==> src/rtl/everloop_frame_fetch.sv <==
// everloop_frame_fetch: walks the LED frame RAM one byte per serializer request, then holds the latch interval
module everloop_frame_fetch #(
  parameter int N_LEDS = 35,
  parameter int BYTES_PER_LED = 4,
  parameter int ADDR_W = 8,
  parameter int LATCH_CYCLES = 16000
) (
  input  logic              clk,
  input  logic              rst,
  input  logic              start,
  input  logic              auto_refresh,
  output logic              ram_rd,
  output logic [ADDR_W-1:0] ram_addr,
  input  logic [7:0]        ram_data,
  input  logic              en_rd,
  output logic [7:0]        data_RGB,
  output logic              ack,
  output logic              reset_everloop,
  output logic              busy,
  output logic              frame_done
);
  localparam int FRAME_BYTES = N_LEDS * BYTES_PER_LED;
  localparam logic [ADDR_W-1:0] LAST_IDX = ADDR_W'(FRAME_BYTES - 1);
  localparam int CW = $clog2(LATCH_CYCLES + 1);
  localparam logic [CW-1:0] LATCH_LAST = CW'(LATCH_CYCLES - 1);
  typedef enum logic [2:0] {IDLE, ARM, FETCH, ACK, STREAM, TAIL, LATCH} state_t;
  state_t state, state_n;
  logic [ADDR_W-1:0] byte_idx_n;
  logic [CW-1:0] latch_cnt, latch_cnt_n;
  logic start_pend, start_pend_n;
  logic ram_rd_n, ack_n, rev_n, busy_n, frame_done_n;
  logic [7:0] data_n;
  // ram_addr doubles as byte_idx so the read address is always the registered byte index
  // next-state and next-output logic; a start seen while busy is remembered one deep
  always_comb begin
    state_n = state;
    byte_idx_n = ram_addr;
    latch_cnt_n = latch_cnt;
    start_pend_n = start_pend | (busy & start);
    ram_rd_n = 1'b0;
    ack_n = 1'b0;
    data_n = data_RGB;
    rev_n = reset_everloop;
    busy_n = busy;
    frame_done_n = 1'b0;
    case (state)
      IDLE: if (start | start_pend) begin
        state_n = ARM;
        start_pend_n = 1'b0;
        busy_n = 1'b1;
        byte_idx_n = '0;
      end
      ARM, STREAM: if (en_rd) begin
        state_n = FETCH;
        ram_rd_n = 1'b1;
      end
      FETCH: state_n = ACK;
      ACK: begin
        data_n = ram_data;
        ack_n = 1'b1;
        rev_n = 1'b0;
        state_n = (ram_addr == LAST_IDX) ? TAIL : STREAM;
        byte_idx_n = (ram_addr == LAST_IDX) ? ram_addr : ram_addr + ADDR_W'(1);
      end
      TAIL: if (en_rd) begin
        state_n = LATCH;
        rev_n = 1'b1;
        latch_cnt_n = '0;
      end
      LATCH: begin
        latch_cnt_n = latch_cnt + CW'(1);
        if (latch_cnt == LATCH_LAST) begin
          frame_done_n = 1'b1;
          latch_cnt_n = '0;
          if (auto_refresh | start_pend | start) begin
            state_n = ARM;
            byte_idx_n = '0;
            start_pend_n = 1'b0;
          end else begin
            state_n = IDLE;
            busy_n = 1'b0;
          end
        end
      end
      default: state_n = IDLE;
    endcase
  end
  // state and registered outputs
  always_ff @(posedge clk) begin
    if (rst) begin
      state <= IDLE;
      ram_addr <= '0;
      latch_cnt <= '0;
      start_pend <= 1'b0;
      ram_rd <= 1'b0;
      ack <= 1'b0;
      data_RGB <= '0;
      reset_everloop <= 1'b1;
      busy <= 1'b0;
      frame_done <= 1'b0;
    end else begin
      state <= state_n;
      ram_addr <= byte_idx_n;
      latch_cnt <= latch_cnt_n;
      start_pend <= start_pend_n;
      ram_rd <= ram_rd_n;
      ack <= ack_n;
      data_RGB <= data_n;
      reset_everloop <= rev_n;
      busy <= busy_n;
      frame_done <= frame_done_n;
    end
  end
endmodule

==> config.mk <==
export PLATFORM = sky130hd
export DESIGN_NAME = everloop_frame_fetch
export DESIGN_NICKNAME = d
export VERILOG_FILES = /design/src/rtl/everloop_frame_fetch.sv
export SDC_FILE = /design/constraint.sdc
export NUM_CORES = 1
export LEC_CHECK = 0
export BUFFER_PORTS_ARGS = -buffer_cell sky130_fd_sc_hd__buf_2
export CAP_MARGIN = 15
export CELL_PAD_IN_SITES_DETAIL_PLACEMENT = 2
export CELL_PAD_IN_SITES_GLOBAL_PLACEMENT = 2
export CORE_AREA = 2 2 112 60
export CTS_BUF_LIST = sky130_fd_sc_hd__clkbuf_16
export DETAILED_ROUTE_END_ITERATION = 7
export DIE_AREA = 0 0 114 62
export PLACE_DENSITY = 0.76
export SLEW_MARGIN = 10
export SYNTH_ARGS = -nofsm -noshare
export SYNTH_HDL_FRONTEND = slang
export SYNTH_SLANG_ARGS = --single-unit
==> constraint.sdc <==
create_clock -name clk -period 2.75 [get_ports clk]
set_clock_uncertainty 0.1 [all_clocks]
set_input_delay 0 -clock clk [delete_from_list [all_inputs] [get_ports clk]]
set_output_delay 0 -clock clk [all_outputs]
set_load 0.02 [all_outputs]
==> results of run 1 <==
-- repair_timing --
action / 4_1_cts / 5_1_grt
buffers inserted: 0 / 0
hold buffers: 9 / 0
endpoints found under the hold margin: 9 / 0
endpoints found under the setup margin: 0 / 0
-- cells in the mapped netlist, drive strengths merged, types with 5 or more instances --
library cell  instances  area, um^2
a21oi                24         120
a311oi                8        70.1
clkbuf               12        45.0
dfxtp                39         781
nand2                34         128
nand2b                5        31.3
nand3                 8        45.0
nor2                 18        67.6
nor3                 10        50.1
o21ai                11        58.8
-- layout make-up --
class,count,area [um^2]
flip-flops and latches,39,781
clock buffers,5,125
multi-input cells,175,1050
fillers,729,3860
repair buffers,50,315
well taps,80,100
clock inverters,3,12.5
inverters,3,11.3
-- power by group through the flow --
stage          logic (mW)  registers (mW)  clock network, mW
2_1_floorplan       0.139           0.628                  0
3_3_place_gp        0.222           0.620                  0
3_5_place_dp        0.234           0.622                  0
4_1_cts             0.245           0.609              0.586
5_1_grt             0.271           0.613              0.607
6_report            0.244           0.609              0.574
-- tightest hold or removal path, cell delays in order --
cell and delay, ns:
buf_2 0.09, inv_1 0.13, o211a_1 0.14
-- flip-flops by register name (all words and copies together), names as in the netlist --
signal          flops
busy                1
latch_cnt          14
ram_rd              1
ack                 1
data_RGB            8
frame_done          1
start_pend          1
reset_everloop      1
ram_addr            8
state               3
-- metal layers --
layer,GRT usage (%),vias to the layer above,part of all wire (%)
met1,28.1,935,53
met5,0,-,0
met2,31.6,33,42
met3,5.04,8,3.6
li1,-,935,-
met4,7.32,0,1.3
-- cell families (layout without fill, tap and decap cells) --
kind of cell / count (synthesis) / count (layout) / synth area share [%]
XOR/XNOR: 5 / 5 / 2.32
AND/OR/NAND/NOR: 100 / 100 / 27.6
AO/OA/AOI/OAI: 67 / 67 / 23.8
flip-flops: 39 / 39 / 41.4
buffers and inverters: 15 / 61 / 2.99
adder cells (fa/ha/maj): 2 / 2 / 1.33
multiplexers: 1 / 1 / 0.531
-- worst min path at each step --
stage / end / slack (ns) / depth (start not counted)
2_1_floorplan: data_RGB[0]$_SDFFE_PP0P_ / 0.04 / 2
3_3_place_gp: data_RGB[0]$_SDFFE_PP0P_ / 0.14 / 3
3_5_place_dp: data_RGB[6]$_SDFFE_PP0P_ / 0.15 / 3
4_1_cts: latch_cnt[13]$_SDFFE_PP0P_ / 0.02 / 3
5_1_grt: latch_cnt[13]$_SDFFE_PP0P_ / 0.06 / 3
6_report: latch_cnt[13]$_SDFFE_PP0P_ / 0.01 / 3
-- through the flow --
stage          power [mW]  instances  util, %  worst slack, ns  cell area (um^2)
6_report             1.43        355     38.3            0.252              2390
5_1_grt              1.49        355     38.3           0.0294              2390
4_1_cts              1.44        355     38.3            0.282              2390
3_5_place_dp        0.855        338     34.6            0.332              2160
3_3_place_gp        0.843        338     34.6            0.521              2160
2_1_floorplan       0.767        229        -            0.793              1880
==> out/metrics.cfg, run 1 <==
[run_status]
status=complete, no violations

[route]
drtIter0Drc=71
routed_wirelength_um=6550
vias=1911
route.antenna.remaining_nets=0
vias_per_cell=5.38
wl_per_cell_um=18.4
drt_pass1_iterations=4
drc_errors=0

[yosys]
avgSynthCellArea_um2=8.23
ys_seq_area_share_pct=41.4
netlist_instances=229
synth_nets=244
yosys_warnings=0
ys_ff_latch=39
syn_area_mm2=0.00188
synth_cell_type_count=44
synth_top_flop_cell=dfxtp_1
synth_edf_count=0
async_flop_share_pct=0

[global_routing]
grt_usage_pct=20.4
grt_overflow=0
grt_max_degree=33
grt_pass1_vias=1999
grt_pass1_wl_um=10700
grt_antenna_before_repair=0

[setup_path]
worst-path-stages=6
end_kind=register
cp.required_ns=2.80
worstSetupStartpointType=register
cp_top_family=simple AND/OR/NAND/NOR gates
path_buf_inv=0
path_class=register to register
crit_start=latch_cnt[0]$_SDFFE_PP0P_
crit_path_max_incr_delay_ns=0.63
worstPathMaxFanout=9
arrival_ns=2.54
reg2reg_slack_ns=0.25
worstSetupEndpoint=ram_addr[3]$_SDFFE_PP0P_
reg2reg_from=latch_cnt[0]$_SDFFE_PP0P_
critPathSlowestCell=nor4_4
path_cells=ha_1 -> nand3_2 -> nor4_4 -> o21ai_2 -> nor2_1 -> a311oi_1
timing.rr.end=ram_addr[3]$_SDFFE_PP0P_
ff2ff_path_depth=6

[power_and_ir_drop]
switching_power_mw=0.423
swShare_pct=29.6
clock_power_share_pct=40.2
powerDensity_mw_per_mm2=597
power.leakage_nw=0.948
max-vdd-ir-drop_mv=0.223
p_seq_share_pct=42.7
p_comb_share_pct=17.1
p_int_mw=1.00

[flow_run]
drv_cap=0

[timing]
worst_slew_pin_slew_ns=0.942
timing.final.crit_share_pct=90.8
relSlewSlack_pct=37.0
setup_viol=0
fmax_mhz=400
worst_hold_slack_ns=0.0117
hold_viol=0
rsz0062_at_grt=no
tns_ns=0
min_period_ns=2.50
slew_viol_final=0

[layout]
drive_gt1_share_pct=19.6
layout_commonest_cell=dfxtp_1
fin_nets=289
antenna_cells=0
mostFrequentLayoutCells=dfxtp_1 (39), nand2_1 (34), buf_2 (33)
area_growth_pct=27.0

[clocking]
cts_max_level=2
clock_latency_ns=0.29
cts-root-buf=clkbuf_16
cts_made_buffers=5
cts_tree=built
cts_sinks=39
max-clock-path-buffers=2
post_cts_resized=0
path_clk_slew_ns=0.06

[placed_design]
numPortBuffers=33
hpwl_um=4660
place.gp.congestion=0.757

[floorplanning]
die_h_um=62
io_pins=34
start_util_pct=30.1
fp.dieArea_mm2=0.00707
design.core.area_mm2=0.00625
die_w_um=114
rows=21

[worst_hold_path]
min_path_type=primary input to register
min_from=rst

(Power assumes the default switching activity.)
==> run 2, diff against run 1 <==
--- a/config.mk
+++ b/config.mk
@@ -13,7 +13,7 @@
 export CTS_BUF_LIST = sky130_fd_sc_hd__clkbuf_16
 export DETAILED_ROUTE_END_ITERATION = 7
 export DIE_AREA = 0 0 114 62
-export PLACE_DENSITY = 0.76
+export PLACE_DENSITY_LB_ADDON = 0.12
 export SLEW_MARGIN = 10
 export SYNTH_ARGS = -nofsm -noshare
 export SYNTH_HDL_FRONTEND = slang
==> out/metrics.cfg, run 2 (synthesis results as in run 1) <==
[clocking]
cts_made_buffers=5
cts-root-buf=clkbuf_16
clock_latency_ns=0.29
cts_tree=built
path_clk_slew_ns=0.06
cts_sinks=39
post_cts_resized=0
max-clock-path-buffers=2
cts_max_level=2

[route]
drc_errors=0
vias=1900
drt_pass1_iterations=4
vias_per_cell=5.35
wl_per_cell_um=17.9
routed_wirelength_um=6340
route.antenna.remaining_nets=0
drtIter0Drc=105

[power_and_ir_drop]
power.leakage_nw=0.949
powerDensity_mw_per_mm2=590
power.total_mw=1.41
max-vdd-ir-drop_mv=0.177

[setup_path]
path_class=register to register
worstSetupStartpointType=register
cp_top_family=simple AND/OR/NAND/NOR gates
timing.rr.end=latch_cnt[11]$_SDFFE_PP0P_
reg2reg_slack_ns=0.36
path_cells=ha_1 -> nand3_2 -> nor4_4 -> nor2_1 -> a41oi_1 -> a311oi_1
ff2ff_path_depth=6
crit_path_max_incr_delay_ns=0.58
worst-path-stages=6
end_kind=register
reg2reg_from=latch_cnt[0]$_SDFFE_PP0P_
worstPathMaxFanout=15
arrival_ns=2.43
cp.required_ns=2.79
path_buf_inv=0
critPathSlowestCell=nor4_4

[worst_hold_path]
min_path_type=primary input to register
min_delay_path_depth=3
hold_path_end=ram_rd$_SDFF_PP0_
min_from=en_rd

[layout]
register_area_um2=781
finalInstanceArea_mm2=0.00239
mostFrequentLayoutCells=dfxtp_1 (39), nand2_1 (34), buf_2 (33)
fill_cells=712
antenna_cells=0
largest_reg_flops=14
drive_gt1_share_pct=19.6
area_growth_pct=27.0
layout_commonest_cell=dfxtp_1
multi_input_area_mm2=0.00105
largest_register=latch_cnt
largestRegisters=latch_cnt: 14 flops, data_RGB: 8 flops, ram_addr: 8 flops
fin_nets=289

[global_routing]
grt_pass1_wl_um=10200
grt_max_degree=34
grt_usage_pct=19.5
grt_pass1_vias=1898
grt_antenna_before_repair=0
grt_overflow=0

[timing]
slew_viol_final=0
timing.final.crit_share_pct=87.0
worst_slew_pin_slew_ns=0.949
min_period_ns=2.39
setup_viol=0
fmax_mhz=418
rsz0062_at_grt=no
tns_ns=0
relSlewSlack_pct=36.5
hold_viol=0

[floorplanning]
start_util_pct=30.1
fp.dieArea_mm2=0.00707
rows=21
die_h_um=62
design.core.area_mm2=0.00625
die_w_um=114
io_pins=34

[flow_run]
drv_cap=0

[run_status]
status=complete, no violations

[placed_design]
placed_cell_area_mm2=0.00216
place.gp.congestion=0.790
hpwl_um=4520
numPortBuffers=33

run 2: cell counts in the layout (fill, tap and decap cells not counted):
No cell type changed its count.
run 2: how the worst max path moves through the flow:
stage	from	end	slack, ns
4_1_cts	latch_cnt[0]$_SDFFE_PP0P_	latch_cnt[11]$_SDFFE_PP0P_	0.36
3_3_place_gp	latch_cnt[0]$_SDFFE_PP0P_	latch_cnt[11]$_SDFFE_PP0P_	0.49
2_1_floorplan	latch_cnt[0]$_SDFFE_PP0P_	ram_addr[2]$_SDFFE_PP0P_	0.79
5_1_grt	latch_cnt[0]$_SDFFE_PP0P_	latch_cnt[11]$_SDFFE_PP0P_	0.12
3_5_place_dp	latch_cnt[0]$_SDFFE_PP0P_	latch_cnt[11]$_SDFFE_PP0P_	0.41
6_report	latch_cnt[0]$_SDFFE_PP0P_	latch_cnt[11]$_SDFFE_PP0P_	0.36
run 2: repair_timing:
| item | CTS | global route |
|---|---|---|
| setup buffers | 0 | 0 |
| hold buffers | 9 | 0 |
| endpoints found under the hold margin | 9 | 0 |
run 2: worst register-to-register path, stage by stage, from the launching register on:
cell	delay (ns)
dfxtp_1	0.40
ha_1	0.24
nand3_2	0.15
nor4_4	0.58
nor2_1	0.37
a41oi_1	0.32
a311oi_1	0.07
run 2: layout make-up:
cell class              count  share of cell area (%)
clock buffers               5                    5.23
inverters                   3                   0.471
flip-flops and latches     39                    32.6
repair buffers             50                    13.2
multi-input cells         175                    43.8
clock inverters             3                   0.523
well taps                  80                    4.18
run 2: power by group:
group | switching [mW] | internal [mW] | leakage, nW
clock | 0.233 | 0.328 | 0.0762
combinational | 0.149 | 0.0896 | 0.557
sequential | 0.0258 | 0.586 | 0.315
total | 0.408 | 1.00 | 0.949
run 2: through the flow:
step / instances / hold WS (ns) / worst slack [ns] / utilization, %
finish: 355 / 0.0762 / 0.357 / 38.3
global route: 355 / 0.112 / 0.124 / 38.3
CTS: 355 / 0.0701 / 0.360 / 38.3
detailed placement: 338 / 0.155 / 0.411 / 34.6
global placement: 338 / 0.143 / 0.489 / 34.6
floorplan: 229 / 0.0360 / 0.793 / -
run 2: per-layer routing:
| metal | up-vias | track usage, % | share of wire (%) | routed length (um) |
|---|---|---|---|---|
| met1 | 920 | 29.6 | 56 | 3520 |
| met2 | 39 | 26.1 | 38 | 2430 |
| met5 | - | 0 | 0 | 0 |
| met3 | 8 | 5.14 | 4.9 | 314 |
| met4 | 0 | 6.79 | 1.2 | 75 |
| li1 | 933 | - | - | - |
==> run 3, diff against run 2 <==
--- a/config.mk
+++ b/config.mk
@@ -5,14 +5,14 @@
 export SDC_FILE = /design/constraint.sdc
 export NUM_CORES = 1
 export LEC_CHECK = 0
-export BUFFER_PORTS_ARGS = -buffer_cell sky130_fd_sc_hd__buf_2
 export CAP_MARGIN = 15
 export CELL_PAD_IN_SITES_DETAIL_PLACEMENT = 2
 export CELL_PAD_IN_SITES_GLOBAL_PLACEMENT = 2
-export CORE_AREA = 2 2 112 60
+export CORE_AREA = 2 2 106 57
 export CTS_BUF_LIST = sky130_fd_sc_hd__clkbuf_16
 export DETAILED_ROUTE_END_ITERATION = 7
-export DIE_AREA = 0 0 114 62
+export DIE_AREA = 0 0 108 59
+export DONT_BUFFER_PORTS = 1
 export PLACE_DENSITY_LB_ADDON = 0.12
 export SLEW_MARGIN = 10
 export SYNTH_ARGS = -nofsm -noshare
==> out/metrics.cfg, run 3 (synthesis results as in run 1) <==
[route]
routed_wirelength_um=5720
vias_per_cell=5.62
wl_per_cell_um=18.0
wl_met3_um=218
drt_pass1_iterations=4
routed.top_layer=met4
drtIter0Drc=64
drc_errors=0
wl_met2_um=2710
wl_met1_um=2740
vias=1783
route.antenna.remaining_nets=0

[setup_path]
reg2reg_from=state[0]$_SDFFE_PP0P_
path_cells=nand2_1 -> nor2_1 -> buf_4 -> nand2_1 -> a21oi_1 -> dlygate4sd3_1
timing.rr.end=data_RGB[2]$_SDFFE_PP0P_
crit_path_max_incr_delay_ns=0.64
worstPathMaxFanout=15
crit_start=state[0]$_SDFFE_PP0P_
ff2ff_path_depth=6
arrival_ns=2.44
critPathSlowestCell=dfxtp_1
critPathMostFrequentCell=nand2_1
cp.required_ns=2.87
end_kind=register
reg2reg_slack_ns=0.43
path_class=register to register
worstSetupStartpointType=register
worstSetupEndpoint=data_RGB[2]$_SDFFE_PP0P_

[layout]
drive_gt1_share_pct=9.02
fin_nets=258
mostFrequentLayoutCells=dfxtp_1 (39), nand2_1 (34), a21oi_1 (24)
layout_commonest_cell=dfxtp_1
largest_register=latch_cnt
fill_cells=595
largest_reg_flops=14
area_growth_pct=22.2
largestRegisters=latch_cnt: 14 flops, data_RGB: 8 flops, ram_addr: 8 flops
finalCoreUtilization_pct=43.0
antenna_cells=0

[placed_design]
numPortBuffers=0
place_ws_ns=0.585
hpwl_um=3760
place.gp.congestion=0.761

[timing]
worst_slew_pin_slew_ns=0.536
rsz0062_at_grt=no
fmax_mhz=431
min_period_ns=2.32
setup_slack_ns=0.429
slew_viol_final=0
timing.final.crit_share_pct=84.4
hold_viol=0
setup_viol=0
relSlewSlack_pct=64.2
tns_ns=0

[floorplanning]
fp.dieArea_mm2=0.00637
start_util_pct=35.2
die_w_um=108
die_h_um=59
rows=19
design.core.area_mm2=0.00535
io_pins=34

[clocking]
clock_latency_ns=0.28
cts_made_buffers=5
cts_sinks=39
cts-root-buf=clkbuf_16
max-clock-path-buffers=2
cts_tree=built
cts_setup_buffers=0
cts_max_level=2
path_clk_slew_ns=0.06
post_cts_resized=0

[power_and_ir_drop]
swShare_pct=25.3
p_int_mw=1.18
clock_power_share_pct=48.0
p_comb_share_pct=11.4
powerDensity_mw_per_mm2=683
switching_power_mw=0.397
power.leakage_nw=0.823
max-vdd-ir-drop_mv=0.246
power.total_mw=1.57
p_seq_share_pct=40.6

[global_routing]
grt_pass1_wl_um=9360
grt_pass1_vias=1853
grt_usage_pct=19.1
grt_overflow=0
grt_antenna_before_repair=0
grt_max_degree=34

[flow_run]
drv_cap=0

[worst_hold_path]
min_path_type=primary input to register

[run_status]
status=complete, no violations

## run 3: cell types whose count changed in the layout (fill, tap and decap cells not counted)
cell / previous run / this run
buf_2: 33 / 0
bufinv_16: 0 / 2
dlygate4sd3_1: 9 / 11
buf_12: 0 / 1
buf_4: 8 / 7
clkinv_2: 1 / 0
inv_1: 5 / 4
## run 3: how the worst min path moves through the flow
stage,to,depth (start not counted),from
final,state[0]$_SDFFE_PP0P_,4,en_rd
after global routing,state[0]$_SDFFE_PP0P_,4,en_rd
after CTS,state[0]$_SDFFE_PP0P_,4,en_rd
after detailed placement,latch_cnt[7]$_SDFFE_PP0P_,1,rst
after global placement,data_RGB[5]$_SDFFE_PP0P_,1,rst
after floorplan,data_RGB[0]$_SDFFE_PP0P_,2,ram_data[0]
## run 3: per-layer routing
layer	up-vias	global-route usage (%)
met1	883	23.2
met3	4	4.73
met5	-	0
li1	868	-
met4	0	5.13
met2	28	34.2
## run 3: worst max-delay path: cells and delay by family (launching register included)
kind / cells / cell delay [ns]
buffers and inverters: 2 / 0.80
flip-flops: 1 / 0.64
AND/OR/NAND/NOR: 3 / 0.62
AO/OA/AOI/OAI: 1 / 0.11
## run 3: layout make-up
type	count	area [um^2]	share of cell area (%)
Multi-Input combinational cell	175	1050	45.5
Inverter	3	11.3	0.489
Timing Repair Buffer	19	183	7.93
Tap cell	73	91.3	3.97
Clock inverter	3	63.8	2.77
Clock buffer	5	125	5.43
Sequential cell	39	781	33.9
## run 3: power by group through the flow
stage / logic, mW / registers, mW / clock network [mW]
6_report: 0.179 / 0.639 / 0.755
5_1_grt: 0.200 / 0.645 / 0.790
4_1_cts: 0.179 / 0.639 / 0.765
3_5_place_dp: 0.154 / 0.652 / 0
3_3_place_gp: 0.148 / 0.651 / 0
2_1_floorplan: 0.139 / 0.628 / 0
## run 3: what timing repair did
item                       in CTS  in global routing
setup endpoints to repair       0                  0
hold buffers                   12                  0
hold endpoints to repair       37                  0
## run 3: stage by stage
step	hold slack [ns]	cell area, um^2	instances
floorplan	0.0360	1880	229
global placement	-0.0256	1980	297
detailed placement	-0.0243	1980	297
CTS	0.0316	2300	317
global route	0.0810	2300	317
finish	0.0310	2300	317
